File: config.mk
export PLATFORM = sky130hd
export DESIGN_NAME = display_buffer_seq
export DESIGN_NICKNAME = d
export VERILOG_FILES = /design/src/rtl/display_buffer_pkg.sv /design/src/rtl/pio_edge_detect.sv /design/src/rtl/display_buffer_seq.sv
export SDC_FILE = /design/constraint.sdc
export NUM_CORES = 1
export LEC_CHECK = 0
export ABC_AREA = 1
export CAP_MARGIN = 25
export CORE_ASPECT_RATIO = 1.1
export CORE_MARGIN = 2
export CORE_UTILIZATION = 41
export DETAILED_ROUTE_END_ITERATION = 6
export PLACE_DENSITY = 0.85
export SETUP_SLACK_MARGIN = 0.4
export SYNTH_ARGS = -nofsm -noshare
export SYNTH_HDL_FRONTEND = slang
export SYNTH_SLANG_ARGS = --single-unit
File: constraint.sdc
create_clock -name clk_clk -period 1.6 [get_ports clk_clk]
set_input_delay 0.32 -clock clk_clk [delete_from_list [all_inputs] [get_ports clk_clk]]
set_output_delay 0.32 -clock clk_clk [all_outputs]
set_load 0.03 [all_outputs]
File: src/rtl/display_buffer_pkg.sv
// ============================================================================
// display_buffer_pkg : shared FSM encoding, ctrl bit indices, status layout
// Revision: 1.0
// ============================================================================
`default_nettype none

package display_buffer_pkg;

    typedef enum logic [1:0] {
        ST_IDLE  = 2'd0,
        ST_WRITE = 2'd1,
        ST_CLEAR = 2'd2
    } state_t;

    localparam int CTRL_WR      = 0;
    localparam int CTRL_SWAP    = 1;
    localparam int CTRL_CLR     = 2;
    localparam int CTRL_CLR_ERR = 7;

    localparam int STAT_BUSY      = 0;
    localparam int STAT_SWAP_PEND = 1;
    localparam int STAT_ERR_DROP  = 2;
    localparam int STAT_FRONT     = 3;

endpackage

`default_nettype wire

File: src/rtl/pio_edge_detect.sv
// ============================================================================
// pio_edge_detect : registers a level vector and flags per-bit 0->1 edges
// Revision: 1.0
// ============================================================================
`default_nettype none

module pio_edge_detect #(
    parameter int WIDTH = 8
) (
    input  logic             clk,
    input  logic             rst_n,
    input  logic [WIDTH-1:0] i_level,
    output logic [WIDTH-1:0] o_rise
);

    logic [WIDTH-1:0] r_prev;

    always_ff @(posedge clk or negedge rst_n) begin
        if (!rst_n) begin
            r_prev <= '0;
        end else begin
            r_prev <= i_level;
        end
    end

    assign o_rise = i_level & ~r_prev;

endmodule

`default_nettype wire

File: src/rtl/display_buffer_seq.sv
// ============================================================================
// display_buffer_seq : double-buffered pixel RAM write sequencer with swap
// Optional bank clear compiled in by DISPLAY_BUFFER_CLEAR_EN.  Revision: 1.0
// ============================================================================
`default_nettype none

module display_buffer_seq
    import display_buffer_pkg::*;
#(
    parameter int ADDR_W = 11,
    parameter int DATA_W = 32
) (
    input  logic              clk_clk,
    input  logic              reset_reset_n,
    input  logic [ADDR_W-1:0] pio_addr_i,
    input  logic [DATA_W-1:0] pio_data_i,
    input  logic [7:0]        pio_ctrl_i,
    input  logic              frame_done_i,
    output logic              ram_we_o,
    output logic [ADDR_W:0]   ram_addr_o,
    output logic [DATA_W-1:0] ram_data_o,
    output logic              front_bank_o,
    output logic [7:0]        status_o
);

    state_t            r_state, w_state_nxt;
    logic              r_we, w_we_nxt;
    logic [ADDR_W:0]   r_addr, w_addr_nxt;
    logic [DATA_W-1:0] r_data, w_data_nxt;
    logic              r_front, w_front_nxt;
    logic              r_swap_pend, w_swap_pend_nxt;
    logic              r_err, w_err_nxt;
    logic              w_swap_go;
    logic [7:0]        w_rise;
    logic              w_unused_ctrl;
`ifdef DISPLAY_BUFFER_CLEAR_EN
    logic [ADDR_W-1:0] r_cnt, w_cnt_nxt;
`endif

    pio_edge_detect #(
        .WIDTH (8)
    ) u_edge (
        .clk     (clk_clk),
        .rst_n   (reset_reset_n),
        .i_level (pio_ctrl_i),
        .o_rise  (w_rise)
    );

`ifdef DISPLAY_BUFFER_CLEAR_EN
    assign w_unused_ctrl = |w_rise[6:3];
`else
    assign w_unused_ctrl = |w_rise[6:2];
`endif

    // Swap uses the registered pending flag, so a request edge cannot be
    // consumed by a frame_done in the same cycle.
    assign w_swap_go = frame_done_i && r_swap_pend && (r_state != ST_CLEAR);

    always_comb begin
        w_state_nxt     = r_state;
        w_we_nxt        = 1'b0;
        w_addr_nxt      = '0;
        w_data_nxt      = '0;
        w_front_nxt     = r_front;
        w_swap_pend_nxt = r_swap_pend;
        w_err_nxt       = r_err;
`ifdef DISPLAY_BUFFER_CLEAR_EN
        w_cnt_nxt       = r_cnt;
`endif

        if (w_swap_go) begin
            w_front_nxt     = ~r_front;
            w_swap_pend_nxt = 1'b0;
        end
        if (w_rise[CTRL_SWAP]) begin
            w_swap_pend_nxt = 1'b1;
        end
        if (w_rise[CTRL_CLR_ERR]) begin
            w_err_nxt = 1'b0;
        end

        case (r_state)
            ST_IDLE: begin
                // Writes target the back bank as seen before any same-cycle swap.
                if (w_rise[CTRL_WR]) begin
                    w_state_nxt = ST_WRITE;
                    w_we_nxt    = 1'b1;
                    w_addr_nxt  = {~r_front, pio_addr_i};
                    w_data_nxt  = pio_data_i;
                end
`ifdef DISPLAY_BUFFER_CLEAR_EN
                else if (w_rise[CTRL_CLR]) begin
                    w_state_nxt = ST_CLEAR;
                    w_we_nxt    = 1'b1;
                    w_addr_nxt  = {~w_front_nxt, {ADDR_W{1'b0}}};
                    w_cnt_nxt   = '0;
                end
`endif
            end
            ST_WRITE: begin
                w_state_nxt = ST_IDLE;
                if (w_rise[CTRL_WR]) begin
                    w_err_nxt = 1'b1;
                end
            end
`ifdef DISPLAY_BUFFER_CLEAR_EN
            ST_CLEAR: begin
                if (w_rise[CTRL_WR]) begin
                    w_err_nxt = 1'b1;
                end
                if (r_cnt == {ADDR_W{1'b1}}) begin
                    w_state_nxt = ST_IDLE;
                end else begin
                    w_cnt_nxt  = r_cnt + 1'b1;
                    w_we_nxt   = 1'b1;
                    w_addr_nxt = {r_addr[ADDR_W], r_cnt + 1'b1};
                end
            end
`endif
            default: begin
                w_state_nxt = ST_IDLE;
            end
        endcase
    end

    always_ff @(posedge clk_clk or negedge reset_reset_n) begin
        if (!reset_reset_n) begin
            r_state     <= ST_IDLE;
            r_we        <= 1'b0;
            r_addr      <= '0;
            r_data      <= '0;
            r_front     <= 1'b0;
            r_swap_pend <= 1'b0;
            r_err       <= 1'b0;
`ifdef DISPLAY_BUFFER_CLEAR_EN
            r_cnt       <= '0;
`endif
        end else begin
            r_state     <= w_state_nxt;
            r_we        <= w_we_nxt;
            r_addr      <= w_addr_nxt;
            r_data      <= w_data_nxt;
            r_front     <= w_front_nxt;
            r_swap_pend <= w_swap_pend_nxt;
            r_err       <= w_err_nxt;
`ifdef DISPLAY_BUFFER_CLEAR_EN
            r_cnt       <= w_cnt_nxt;
`endif
        end
    end

    always_comb begin
        status_o                 = '0;
        status_o[STAT_BUSY]      = (r_state != ST_IDLE);
        status_o[STAT_SWAP_PEND] = r_swap_pend;
        status_o[STAT_ERR_DROP]  = r_err;
        status_o[STAT_FRONT]     = r_front;
    end

    assign ram_we_o     = r_we;
    assign ram_addr_o   = r_addr;
    assign ram_data_o   = r_data;
    assign front_bank_o = r_front;

endmodule

`default_nettype wire

==> flow_results.org, run 1 <==
** Clock network
- Hold repair after CTS inserted 0 buffers.
- At the later pin of the worst-skew pair, clock insertion delay measures 0.29 ns.
- H-tree depth :: 2
- The cell sitting at the root of the clock tree is a sky130_fd_sc_hd__clkbuf_8.
- Sinks on the clock net :: 52
- Counting the buffers created by CTS gives 5.
- TritonCTS built the clock tree.
- Clock-pin slew was measured on the worst setup and hold paths at 0.08 ns.
- Counting along the longest clock path gives a buffer depth of 2.

** Floorplan
- Core region area :: 4550 um^2
- The die covers 5230 um^2.
- Number of core rows :: 26
- The initial utilization of the core area, before any placement, comes to 42.0%.
- Count of pins on the block boundary :: 108
- In this run the vertical extent of the chip is 75.6 um.
- The die is 69.1 um wide.

** Power
- VDD sags by at most 0.576 mV.
- Total Power Consumption :: 0.00262 W
- Switching power as a share of total power :: 27.2%
- Sequential Power Share :: 53.3%
- The clock network accounts for 26.3% of the total power.
- For this design the total switching power over the nets is 0.000711 W.
- Cell internal power was estimated by the tool at 0.00191 W.
- Cell leakage power :: 1.64 nW
- Power density over the cells :: 921 nW/um^2
- Part of the total power dissipated in combinational logic :: 20.4%

** Flow run
- Max-cap violations in this run came to 0.

** Timing
- Final clock period utilization by the worst path :: 74.1%
- Number of endpoints failing setup at the final stage :: 0
- Final setup skew :: 0.00315 ns
- In the final timing run, aggregate negative setup slack is 0 ns.
- Setup repair after global routing could not meet its margin everywhere.
- The max-slew violation count is 0.
- Maximum clock rate :: 0.843 GHz
- Least setup slack across all paths after layout :: 0.414 ns
- Final count of hold timing violations :: 0
- Tmin final :: 1.19 ns

** Final layout
- Post-synthesis to final-layout area growth :: 48.7%
- Post-layout nets :: 328
- The layout has 410 filler cells.
- The number of antenna diodes in the final layout is 0.
- Fraction of final layout cells with drive strength greater than 1 :: 38.0%

** Hold path
- In this run the worst hold path is classified as in -> async.

** Critical path
- Arrival time of data at the critical path endpoint :: 0.87 ns
- Worst R2R Path Depth :: 5
- The worst register-to-register path ends at ram_data_o[3].
- FF-to-FF setup slack :: 0.49 ns
- Critical path launch point :: front_bank_o
- Stages on worst setup path :: 1
- Critical Path Start Type :: flop
- At the worst endpoint, the required time is 1.28 ns.
- Slowest Stage Delay on Critical Path :: 0.40 ns
- In this run the critical register-to-register path is launched from r_state[0].
- Ordered list of cells on the worst path :: buf_4
- In this run the worst setup path terminates at front_bank_o.
- Classification of the worst setup path :: reg -> out
- Cell type group with the largest total delay on the critical path :: flip-flops
- Element type at the critical path end :: primary output
- Of all nets on the critical path, the largest fanout is 3.
- Counting both buffers and inverters, the worst setup path holds a total of 1.
- Cell type of the slowest stage on the worst timing path :: sky130_fd_sc_hd__dfrtp_1

** Global routing
- Antenna violations before repair :: 0
- Entering global routing, the biggest net connects 32 pins.
- Global routing used 15.4% of the available tracks.
- The via count of the first global-routing pass came to 1320.
- The first global-routing pass estimated 6200 um of wire.
- Leftover overflow at the end of global routing :: 0

** Yosys
- The commonest cells after synthesis are sky130_fd_sc_hd__dfrtp_1 (52), sky130_fd_sc_hd__inv_1 (50), sky130_fd_sc_hd__nor2_2 (38).
- Share of synthesized area occupied by flip-flops and latches :: 68.1%
- In this run the cell area of the synthesized design comes to 1910 um^2.
- In this run the mean area of a mapped cell was 11.3 um^2.
- Count of unique library cells instantiated by Yosys :: 12
- sky130_fd_sc_hd__dfrtp_1 is the most common cell in the netlist.
- Count of state elements after synthesis :: 52
- The share of synthesized area in the top cell type comes to 68.1%.
- Yosys printed 0 warnings.
- Count of flip-flops with a built-in enable after synthesis :: 0
- Synthesis produced 169 cells.
- Synth area leaders :: sky130_fd_sc_hd__dfrtp_1 (68%), sky130_fd_sc_hd__nor2_2 (12%), sky130_fd_sc_hd__inv_1 (9.8%)
- Cell accounting for the most synthesized area :: sky130_fd_sc_hd__dfrtp_1
- Fraction of registers with async set or reset after synthesis :: 100%
- Synth Flop Type :: sky130_fd_sc_hd__dfrtp_1

** Outcome
- The run finished with clean final reports.

** Route
- Using the TritonRoute via totals, the vias-per-cell ratio works out to 4.10.
- First DRT Iteration DRCs :: 57
- Routed wire length :: 3920 um
- The detail route stage leaves a number of antenna-violating nets equal to 0.
- Drt first pass iters :: 3
- Total number of vias :: 1354
- After detailed routing, the average wire length per cell comes to 11.9 um.
- After detailed routing, the number of remaining DRC violations is 0.

** Placement
- Summed over all nets, the half-perimeter wirelength after detailed placement is 2950 um.
- Routability-driven placement finished with a final weighted congestion of 0.721.
- Dpl ws :: 0.189 ns
- # port buffers :: 98
[worst reg2reg max path: stages (launching register included)]
cell and delay (ns):
sky130_fd_sc_hd__dfrtp_1 0.40, sky130_fd_sc_hd__buf_4 0.14, sky130_fd_sc_hd__inv_1 0.08, sky130_fd_sc_hd__nand3_4 0.10, sky130_fd_sc_hd__buf_12 0.19, sky130_fd_sc_hd__nor2_1 0.14
[layout make-up]
cell class | count | area (um^2) | share of cell area (%)
Clock inverter | 1 | 5.00 | 0.176
Timing Repair Buffer | 106 | 870 | 30.6
Clock buffer | 6 | 72.6 | 2.55
Inverter | 50 | 188 | 6.60
Tap cell | 56 | 70.1 | 2.46
Multi-Input combinational cell | 59 | 337 | 11.8
Sequential cell | 52 | 1300 | 45.8
[how the worst min path moves through the flow]
stage	cells past startpoint	to	slack, ns
2_1_floorplan	0	front_bank_o	0.02
3_3_place_gp	2	ram_data_o[28]	0.34
3_5_place_dp	2	ram_data_o[28]	0.35
4_1_cts	2	ram_addr_o[11]	0.02
5_1_grt	2	ram_data_o[28]	0.04
6_report	2	ram_data_o[26]	0.02
[timing repair]
action | CTS | global route
pin swaps | 0 | 0
gates resized for setup | 253 | 31
setup endpoints to repair | 50 | 16
setup buffers | 3 | 1
[sequential cells by signal (all words and copies together), names as in the netlist]
name	flops
ram_data_o	32
ram_addr_o	12
u_edge.r_prev	3
front_bank_o	1
r_err	1
r_state	1
r_swap_pend	1
ram_we_o	1
[metal layers]
metal / track usage (%) / share of wire [%] / up-vias
met4: 7.84 / 2.4 / 0
met5: 0 / 0 / -
met2: 27.9 / 58 / 52
li1: - / - / 653
met1: 16.8 / 33 / 642
met3: 4.37 / 7.2 / 7
[logic make-up after synthesis]
group / after synthesis / share of synthesized area [%]
buffers and inverters: 61 / 14.9
and+or+nand+nor: 54 / 16.6
DFF: 52 / 68.1
AOI/OAI and AO/OA: 1 / 0.262
other: 1 / 0.196
[metrics by stage]
stage	instances	util, %	cell area (um^2)	hold WS [ns]
floorplan	172	-	1920	0.0244
global placement	319	64.3	2930	0.335
detailed placement	319	64.3	2930	0.347
CTS	329	61.1	2780	0.0182
global route	330	62.4	2840	0.0363
finish	330	62.4	2840	0.0157
[layout by cell type, fill, tap and decap left out, drive strengths merged]
master,count
clkbuf,6
nor2,44
o21ai,1
nand3,2
clkdlybuf4s50,47
nand2,7
clkinv,1
inv,50
buf,59
nand3b,1
dfrtp,52
conb,4
[power groups by stage]
stage          Sequential (W)  Combinational, W  Clock (W)
4_1_cts               0.00139          0.000516   0.000722
5_1_grt               0.00140          0.000573   0.000780
3_3_place_gp          0.00142          0.000538          0
6_report              0.00139          0.000534   0.000690
3_5_place_dp          0.00143          0.000549          0
2_1_floorplan         0.00153          0.000165          0
Note: power is estimated with default switching activity, not from simulation.
==> run 2: changes to the inputs <==
--- a/config.mk
+++ b/config.mk
@@ -9,9 +9,9 @@
 export CAP_MARGIN = 25
 export CORE_ASPECT_RATIO = 1.1
 export CORE_MARGIN = 2
-export CORE_UTILIZATION = 41
+export CORE_UTILIZATION = 38
 export DETAILED_ROUTE_END_ITERATION = 6
-export PLACE_DENSITY = 0.85
+export PLACE_DENSITY = 0.8
 export SETUP_SLACK_MARGIN = 0.4
 export SYNTH_ARGS = -nofsm -noshare
 export SYNTH_HDL_FRONTEND = slang
==> constraint.sdc (replaced) <==
create_clock -name clk_clk -period 1.1 [get_ports clk_clk]
set_input_delay 0.22 -clock clk_clk [delete_from_list [all_inputs] [get_ports clk_clk]]
set_output_delay 0.22 -clock clk_clk [all_outputs]
set_load 0.03 [all_outputs]
==> run 2 against run 1 <==
Sequential power up 47%. Highest routed layer unchanged. Core utilization grew 6.0 points. Critical path depth unchanged. Worst hold slack better by 0.35 ns. Largest power group unchanged. Combinational power grew 79%. First-iteration DRC count increased by 18%. Sequential share of layout area down 7.2 points. Largest cell class unchanged.
==> flow_results.org, run 2 (synthesis gave the netlist of run 1 again) <==
** Global routing
- The overall routing resource usage came to 14.7% (-0.65 points).
- The largest net degree at the start of global routing is 53 (+66%).
- First-pass GRT wire length :: 6330 um (+2.2%)
- The number of antenna violations at the first check in global routing is 0 (unchanged).
- The via count of the first global-routing pass is 1336 (+1.2%).
- Leftover overflow at the end of global routing :: 0 (unchanged)

** Power
- The share of power burned in registers is 48.2% (-5.1 points).
- The leakage power was 1.74 nW (+6.4%).
- The worst voltage drop across the vdd grid is 0.824 mV (+43%).
- Net load switching power :: 0.00112 W (+57%)
- The areal power density over the cells was 1260 nW/um^2 (+37%).
- The internal power contribution was 0.00314 W (+65%).
- The proportion of power drawn by the clock network is 29.4% (+3.1 points).
- Total Power Consumption :: 0.00426 W (+63%)
- The fraction of power spent switching nets was 26.3% (-0.91 points).
- Part of the total power dissipated in combinational logic :: 22.4% (+2.0 points)

** Floorplan
- The effective utilization at floorplan is 38.8% (-3.2 points).
- Die W :: 71.6 um (+3.6%)
- Core region area :: 4930 um^2 (+8.3%)
- The count of standard-cell rows came to 27 (+3.8%).
- Count of pins on the block boundary :: 108 (unchanged)
- Die Y :: 78.4 um (+3.7%)
- Floorplan die area :: 5620 um^2 (+7.4%)

** Final layout
- Layout fillers :: 363 (-11%)
- Number of flip-flops in the largest register :: 32 (unchanged)
- Fraction of final layout cells with drive strength greater than 1 :: 43.9% (+6.0 points)
- Utilization after layout :: 68.4% (+6.0 points)
- In the layout the commonest cells are sky130_fd_sc_hd__buf_6 (53), sky130_fd_sc_hd__dfrtp_1 (50), sky130_fd_sc_hd__inv_1 (46), sky130_fd_sc_hd__clkdlybuf4s50_1 (46), sky130_fd_sc_hd__nor2_4 (25).
- The register area was 1300 um^2 (+0.19%).
- Most common library cell in the layout ignoring fill and taps :: sky130_fd_sc_hd__buf_6
- Area used by multi-input combinational logic :: 485 um^2 (+44%)
- The post-layout instance area was 3380 um^2 (+19%).
- Antenna cell count :: 0 (unchanged)
- Post-layout nets :: 333 (+1.5%)
- From synthesis to final layout, the design area changed by 76.6%.

** Critical path
- Cell type of the slowest stage on the worst timing path :: sky130_fd_sc_hd__dfrtp_2
- The top fanout value on the critical path is 2 (-1).
- The arrival time reported for the critical path endpoint came to 0.87 ns (about the same).
- The peak per-stage delay on the critical path came to 0.43 ns (+0.03 ns).
- Reg-to-reg startpoint :: r_state[0]
- Number of buffer and inverter stages on the critical path :: 1 (unchanged)
- Classification of the worst setup path :: reg -> out
- Ordered list of cells on the worst path :: buf_6
- The cell family contributing the most delay on the critical path is flip-flops.
- Data required, critical path :: 0.88 ns (-0.40 ns)
- Critical Path Start Type :: flop
- The slack of the worst reg-to-reg path was 0.03 ns (-0.46 ns).
- Tracing the worst setup path back leads to its startpoint at r_state[0].
- Endpoint of the lowest-slack register-to-register path :: ram_data_o[12]
- The depth of the worst register-to-register path was 5 (unchanged).
- The worst setup path is captured at a primary output.

** Hold path
- Hold worst-path end :: u_edge.r_prev[0]
- Class of the tightest hold or removal check :: in -> reg
- In this run the most critical hold path is launched from pio_ctrl_i[0].
- Hold Path Depth :: 2

** Placement
- The count of input and output buffers came to 98 (unchanged).
- The worst slack after detailed placement was -0.162 ns (-0.351 ns).
- The post-detailed-placement cell area is 2840 um^2 (-3.0%).
- The post-DP HPWL was 2760 um (-6.7%).
- Final Wtd Congestion :: 0.701 (-2.9%)

** Clock network
- The clock-pin transition on the worst setup and hold timing paths was 0.09 ns (about the same).
- The number of CTS-inserted buffers came to 5 (unchanged).
- The latest clock arrival within the worst-skew pair came to 0.29 ns (about the same).
- In this run the clock root is driven by a sky130_fd_sc_hd__clkbuf_8.
- The maximum number of buffers from clock root to sink is 2 (unchanged).
- The clock sink total was 52 (unchanged).
- TritonCTS clock tree :: done
- The number of H-tree levels is 2 (unchanged).

** Timing
- The worst hold margin came to 0.370 ns (+0.355 ns).
- The final worst clock skew was 0.00455 ns (+0.00140 ns).
- The worst path setup slack after routing came to 0.0126 ns (-0.402 ns).
- Unrepaired setup endpoints after global routing :: yes
- Final count of hold timing violations :: 0 (unchanged)
- The total setup violations reported at the end of the flow came to 0 (unchanged).
- Final Max Slew Viols :: 0 (unchanged)
- Final clock period utilization by the worst path :: 98.9%
- Based on the critical path, the design can be clocked at up to 0.920 GHz.
- The routed design could run at a clock period as short as 1.09 ns.

** Outcome
- Outcome :: completed

** Route
- Post-detailed-route via-to-cell ratio :: 4.03 (-1.7%)
- The wire length after detailed routing came to 4070 um (+3.8%).
- Met2 WL post-DR :: 2340 um (+3.7%)
- Sum of met3 wire segment lengths after detailed routing :: 189 um (-33%)
- The post-route met1 wirelength is 1480 um (+15%).
- The number of vias after detailed routing came to 1363 (+0.66%).
- Number of antenna-violating nets in the routed design :: 0 (unchanged)
- The number of violations reported at the end of detailed-routing iteration 0 is 67 (+18%).
- Drt first pass iters :: 4 (+1)
- The routed length per instance is 12.0 um (+1.3%).
- Uppermost layer routed :: met4
- The remaining routing DRC violations came to 0 (unchanged).

** Flow run
- Count of max-cap constraint violations :: 0 (unchanged)
## run 2: cell count changes in the layout (fill, tap and decap cells not counted), moves of 2 or more
cell	previous run	this run
sky130_fd_sc_hd__inv_2	0	3
sky130_fd_sc_hd__nor2_2	38	19
sky130_fd_sc_hd__buf_12	2	4
sky130_fd_sc_hd__dfrtp_1	52	50
sky130_fd_sc_hd__nor2_1	6	0
sky130_fd_sc_hd__dfrtp_2	0	2
sky130_fd_sc_hd__nor2_4	0	25
sky130_fd_sc_hd__buf_6	5	53
sky130_fd_sc_hd__buf_4	17	4
sky130_fd_sc_hd__buf_2	35	1
sky130_fd_sc_hd__inv_1	50	46
## run 2: metal layers
metal / up-vias / GRT usage, %
met5: - / 0
met4: 0 / 5.28
met3: 4 / 3.98
met2: 50 / 26.3
met1: 641 / 16.6
li1: 668 / -
## run 2: stage by stage
stage / TNS (ns) / std cells
6_report: 0 / 338
5_1_grt: -0.430 / 338
4_1_cts: -0.00167 / 335
3_5_place_dp: -5.93 / 322
3_3_place_gp: -5.82 / 322
2_1_floorplan: 0 / 172
## run 2: area by class of cell
class	instances	area share [%]
sequential	52	38.6
clock buffer	6	2.15
clock inverter	2	1.04
multi-input combinational	59	14.4
tap	58	2.15
timing repair buffer	111	36.0
inverter	50	5.63
## run 2: worst max-delay path by stage
stage / to / slack (ns) / cells past startpoint
floorplan: ram_addr_o[0] / 0.13 / 4
global placement: ram_data_o[2] / -0.14 / 4
detailed placement: ram_addr_o[11] / -0.16 / 4
CTS: front_bank_o / -0.001 / 1
global route: ram_data_o[2] / -0.03 / 5
finish: status_o[0] / 0.01 / 1
## run 2: what timing repair did
item / 4_1_cts / 5_1_grt
setup buffers: 4 / 2
pin swaps: 1 / 2
hold buffers: 1 / 0
gates resized for setup: 89 / 3
hold endpoints to repair: 52 / 0
endpoints found under the setup margin: 98 / 103
gates cloned: 0 / 1
## run 2: power groups by stage
stage | registers (W) | logic (W) | clock network, W
detailed placement | 0.00208 | 0.000770 | 0
finish | 0.00205 | 0.000954 | 0.00125
floorplan | 0.00224 | 0.000251 | 0
CTS | 0.00205 | 0.000932 | 0.00129
global placement | 0.00207 | 0.000760 | 0
global route | 0.00206 | 0.00102 | 0.00138
